==> config.mk <==
export PLATFORM = sky130hd
export DESIGN_NAME = ahb2apb_bridge_v2
export DESIGN_NICKNAME = d
export VERILOG_FILES = /design/src/rtl/ahb2apb_bridge_v2.sv
export SDC_FILE = /design/constraint.sdc
export NUM_CORES = 1
export LEC_CHECK = 0
export ABC_AREA = 1
export CAP_MARGIN = 20
export CORE_ASPECT_RATIO = 0.6
export CORE_MARGIN = 2
export CORE_UTILIZATION = 43
export CTS_BUF_LIST = sky130_fd_sc_hd__clkbuf_4 sky130_fd_sc_hd__clkbuf_8
export CTS_CLUSTER_DIAMETER = 150
export DETAILED_ROUTE_END_ITERATION = 8
export PLACE_DENSITY = 0.94
export SETUP_SLACK_MARGIN = 0.02
export SKIP_LAST_GASP = 1
export SYNTH_ARGS = -nofsm -noshare
export SYNTH_HDL_FRONTEND = slang
export SYNTH_SLANG_ARGS = --single-unit
==> constraint.sdc <==
create_clock -name HCLK -period 2.2 [get_ports HCLK]
set_input_delay 0.22 -clock HCLK [delete_from_list [all_inputs] [get_ports HCLK]]
set_output_delay 0.22 -clock HCLK [all_outputs]
set_load 0.02 [all_outputs]
==> src/rtl/ahb2apb_bridge_v2.sv <==
// AHB-Lite to APB4 bridge: one outstanding transfer, slot decode from HADDR,
// byte strobes from HSIZE/HADDR, two-cycle AHB error response and ACCESS timeout.
module ahb2apb_bridge_v2 #(
    parameter int unsigned NUM_SLOTS   = 16,
    parameter int unsigned SLOT_LSB    = 24,
    parameter int unsigned PADDR_WIDTH = 32,
    parameter int unsigned TIMEOUT     = 255
) (
    input  logic                   HCLK,
    input  logic                   HRESETN,
    input  logic                   HSEL,
    input  logic [31:0]            HADDR,
    input  logic [1:0]             HTRANS,
    input  logic                   HWRITE,
    input  logic [2:0]             HSIZE,
    input  logic [31:0]            HWDATA,
    input  logic                   HREADYIN,
    output logic                   HREADYOUT,
    output logic [31:0]            HRDATA,
    output logic                   HRESP,
    output logic [NUM_SLOTS-1:0]   PSEL,
    output logic [PADDR_WIDTH-1:0] PADDR,
    output logic                   PWRITE,
    output logic                   PENABLE,
    output logic [31:0]            PWDATA,
    output logic [3:0]             PSTRB,
    input  logic [31:0]            PRDATA,
    input  logic                   PREADY,
    input  logic                   PSLVERR,
    output logic                   TOUT
);

    localparam int unsigned CNT_W = $clog2(TIMEOUT + 2);

    typedef enum logic [2:0] {
        ST_IDLE,
        ST_LATCH,
        ST_SETUP,
        ST_ACCESS,
        ST_ERR1,
        ST_ERR2
    } state_t;

    state_t                 state;
    state_t                 state_next;
    logic                   accept;
    logic                   slot_bad;
    logic                   timeout_hit;
    logic [3:0]             h_slot;
    logic [3:0]             slot_q;
    logic [3:0]             sel_slot;
    logic [3:0]             wr_strb;
    logic [NUM_SLOTS-1:0]   psel_onehot;
    logic [CNT_W-1:0]       cnt;
    logic                   unused_ok;

    // HTRANS[0] only distinguishes NONSEQ from SEQ, which the bridge treats alike
    assign unused_ok = HTRANS[0];

    // Next-state decode, transfer acceptance, slot and strobe decode
    always_comb begin
        state_next  = state;
        accept      = 1'b0;
        timeout_hit = 1'b0;
        h_slot      = HADDR[SLOT_LSB +: 4];
        slot_bad    = (32'(h_slot) >= NUM_SLOTS);
        sel_slot    = (state == ST_LATCH) ? slot_q : h_slot;
        psel_onehot = NUM_SLOTS'(1) << sel_slot;

        case (HSIZE)
            3'd0:    wr_strb = 4'b0001 << HADDR[1:0];
            3'd1:    wr_strb = HADDR[1] ? 4'b1100 : 4'b0011;
            default: wr_strb = 4'b1111;
        endcase

        case (state)
            ST_IDLE, ST_ERR2: begin
                accept = HSEL && HREADYIN && HTRANS[1];
                if (!accept)       state_next = ST_IDLE;
                else if (slot_bad) state_next = ST_ERR1;
                else if (HWRITE)   state_next = ST_LATCH;
                else               state_next = ST_SETUP;
            end
            ST_LATCH:  state_next = ST_SETUP;
            ST_SETUP:  state_next = ST_ACCESS;
            ST_ACCESS: begin
                if (PREADY) begin
                    state_next = PSLVERR ? ST_ERR1 : ST_IDLE;
                end else if ((TIMEOUT != 0) && ((32'(cnt) + 32'd1) == TIMEOUT)) begin
                    timeout_hit = 1'b1;
                    state_next  = ST_ERR1;
                end
            end
            ST_ERR1:   state_next = ST_ERR2;
            default:   state_next = ST_IDLE;
        endcase
    end

    // State register
    always_ff @(posedge HCLK) begin
        if (!HRESETN) state <= ST_IDLE;
        else          state <= state_next;
    end

    // Registered bus outputs, latched transfer attributes and wait counter
    always_ff @(posedge HCLK) begin
        if (!HRESETN) begin
            HREADYOUT <= 1'b1;
            HRESP     <= 1'b0;
            HRDATA    <= '0;
            PSEL      <= '0;
            PENABLE   <= 1'b0;
            PADDR     <= '0;
            PWRITE    <= 1'b0;
            PWDATA    <= '0;
            PSTRB     <= '0;
            TOUT      <= 1'b0;
            slot_q    <= '0;
            cnt       <= '0;
        end else begin
            HREADYOUT <= (state_next == ST_IDLE) || (state_next == ST_ERR2);
            HRESP     <= (state_next == ST_ERR1) || (state_next == ST_ERR2);
            PENABLE   <= (state_next == ST_ACCESS);
            TOUT      <= timeout_hit;

            if (state_next == ST_SETUP)       PSEL <= psel_onehot;
            else if (state_next != ST_ACCESS) PSEL <= '0;

            if (accept && !slot_bad) begin
                PADDR  <= HADDR[PADDR_WIDTH-1:0];
                PWRITE <= HWRITE;
                PSTRB  <= HWRITE ? wr_strb : 4'b0000;
                slot_q <= h_slot;
            end

            if (state == ST_LATCH) PWDATA <= HWDATA;

            if ((state == ST_ACCESS) && PREADY && !PSLVERR && !PWRITE) HRDATA <= PRDATA;

            if (state_next == ST_SETUP)            cnt <= '0;
            else if ((state == ST_ACCESS) && !PREADY) cnt <= cnt + CNT_W'(1);
        end
    end

endmodule

==> results.yml <==
run_status:
  outcome: "finished clean"
synth:
  synth_most_common_cell: "nor2_1"
  syn_area_per_cell_sq_um: 7.682
  synth_cells: 666
  synth_edf_count: 0
  yosys_warnings: 0
  ys_ff_latch: 133
  synth_top_area_share_pct: 52.04
  ys_seq_area_share_pct: 52.04
  yosys_most_used_dff: "dfxtp_1"
  synth_nets: 776
  netlist_area_sq_um: 5116
  async_flop_share_pct: 0
  synth.top_cells.by_count: "nor2_1, dfxtp_1, nand2_1"
  ys_types: 31
  yosysTopAreaCell: "dfxtp_1"
  synthTopCellsByArea: "dfxtp_1, nor2_1, o21ai_0, nand2_1, nand3_1"
cts:
  clk_pin_slew_worst_paths_ns: 0.08
  numCtsBuffers: 17
  cts_hold_buf: 0
  cts_root_buffer: "clkbuf_8"
  post-cts-setup-buffers: 0
  cts_resized: 0
  clock_latency_ns: 0.44
  htreeDepth: 4
  clkSinkCount: 133
  cts_buffer_depth: 2
  cts_tree: "done"
placed_design:
  dp_cells: 1027
  post_dp_cell_area_sq_um: 7520
  hpwl_microns: 10970
  gp_congestion: 0.8554
  io_buffers: 227
global_route:
  antenna_found_initial: 0
  grt_max_degree: 43
  grtUsageTotal_pct: 23.69
  overflow: 0
  grt_pass1_wl_microns: 23690
  grt_pass1_vias: 5001
critical_path:
  reg2reg_depth: 12
  reg2reg_from: "cnt[1]"
  cp-startpoint: "cnt[1]"
  crit_path_end: "cnt[7]"
  critPathKind: "reg2reg"
  r2r_setup_slack_ns: 0.19
  required_ns: 2.51
  reg2reg_to: "cnt[7]"
  critPathArrivalTime_ns: 2.32
  start_kind: "flop"
  endpoint_kind: "flop"
  crit_fanout: 9
detailed_routing:
  vias: 5121
  vias_per_cell: 4.836
  drt-total-wl_microns: 14940
  first_pass_iters: 5
  wl_per_cell_microns: 14.11
  postRouteAntennaNets: 0
  drt_iter0_markers: 256
  drc: 0
cells_and_area:
  num-fill-cells: 933
  n_antenna_cell: 0
  finalNonFillerCells: 1059
  nets: 996
  area_growth_pct: 56.15
  drive_above_1_share_pct: 8.009
  finish.instance_area_sq_um: 7989
die:
  dieWidth_microns: 144.8
  coreArea_sq_um: 11450
  num_rows: 30
  die_height_microns: 88.49
  io_pins: 229
  dieArea_sq_um: 12820
  initial_utilization_pct: 44.69
sta:
  whs_ns: 0.2765
  period_minus_slack_ns: 2.011
  finalSetupTns_ns: 0
  timing_max_transition_violations_final: 0
  tightest_slew_ns: 0.5348
  rsz0062_at_grt: "false"
  slew_headroom_pct: 64.29
  skew_ns: 0.02646
  max_freq_ghz: 0.4974
  hold_viol_final: 0
  fin_crit_sh_pct: 91.39
  setup_viol: 0
min_path:
  hp-start: "HRESETN"
  hold_path_depth: 5
  hp-class: "in2reg"
pwr:
  vdd_drop_max_mv: 0.4343
  power_leakage_nw: 3.042
  power.density_nw_per_um2: 702.3
job:
  cap_violations: 0
==> critical path, cell delays in order, from the launching register on <==
cell and delay, ns:
dfxtp_1 0.40, ha_1 0.24, nand2_2 0.09, nor2_2 0.18, nand2_1 0.07, nand2_1 0.06
nand2_1 0.06, nor2_1 0.14, nand3_2 0.14, nand2_4 0.17, nand3_1 0.13, nand2_4 0.15
nor2_1 0.05
==> worst min-delay path by stage <==
stage                            end  slack (ns)
after floorplan           HRDATA[10]        0.35
after global placement    PWDATA[12]        0.45
after detailed placement  PWDATA[25]        0.45
after CTS                    PSEL[5]        0.29
after global routing         PSEL[5]        0.30
final                        PSEL[5]        0.28
==> cell usage in the layout (no fill, tap or decap) <==
master           count
clkdlybuf4s50_1    226
nor2_1             144
dfxtp_1            133
nand2_1             90
o21ai_0             77
nand3_1             58
a21oi_1             48
inv_1               27
clkbuf_8            19
o21ai_1             16
buf_4               12
inv_2                5
clkinvlp_4           4
bufinv_16            4
nor2_2               3
nand2_4              3
nand2_2              3
nor2_4               3
nor2_8               2
nor3_4               2
o21ai_2              2
nand4_4              2
ha_1                 2
clkinv_2             2
clkinv_4             2
clkinv_1             1
xor2_1               1
o21bai_1             1
nand3_2              1
a211oi_1             1
o21ai_4              1
nor3_1               1
nand4_1              1
clkbuf_4             1
buf_2                1
==> state kept, by name, summed over array words and instances (netlist names) <==
signal / cells
TOUT: 1
PSTRB: 4
HRESP: 1
PWDATA: 32
PWRITE: 1
PENABLE: 1
HREADYOUT: 1
state: 3
PADDR: 32
HRDATA: 32
PSEL: 16
cnt: 9
==> where the power goes <==
part | internal [mW] | switching, mW | leakage, nW | total, mW
clock network | 1.31 | 0.959 | 0.214 | 2.27
logic | 0.393 | 0.421 | 1.75 | 0.814
registers | 2.49 | 0.0448 | 1.08 | 2.53
==> per-layer routing <==
layer  vias up  share of wire [%]  GRT usage (%)
li1       2618                  -              -
met3        23                8.4          9.091
met4         0                1.7          8.032
met2       160                 46          40.31
met5         -                  0              0
met1      2320                 44          27.83
==> logic make-up (layout without fill, tap and decap cells) <==
| logic type | after synthesis | after routing | share of synthesized area [%] |
|---|---|---|---|
| buf+inv | 71 | 304 | 5.551 |
| fa+ha+maj | 2 | 2 | 0.4890 |
| compound gates | 146 | 146 | 14.75 |
| xor+xnor | 1 | 1 | 0.1712 |
| simple gates | 313 | 313 | 27.00 |
| flops | 133 | 133 | 52.04 |
==> metrics by stage <==
stage / total power, mW / utilization [%] / worst slack (ns)
floorplan: 2.966 / - / 0.4819
global placement: 3.373 / 65.68 / 0.2865
detailed placement: 3.392 / 65.68 / 0.2007
CTS: 5.649 / 69.58 / 0.1722
global route: 5.850 / 69.78 / 0.02974
finish: 5.610 / 69.78 / 0.1894
==> cell type report <==
cell class                 instances  area [sq um]  area share (%)
sequential                       133          2663           33.33
timing repair buffer             239          2357           29.51
multi-input combinational        462          2198           27.52
clock buffer                      20         269.0           3.367
tap                              160         200.2           2.506
clock inverter                    12         177.7           2.224
inverter                          33         123.9           1.551
(Power assumes the default switching activity.)
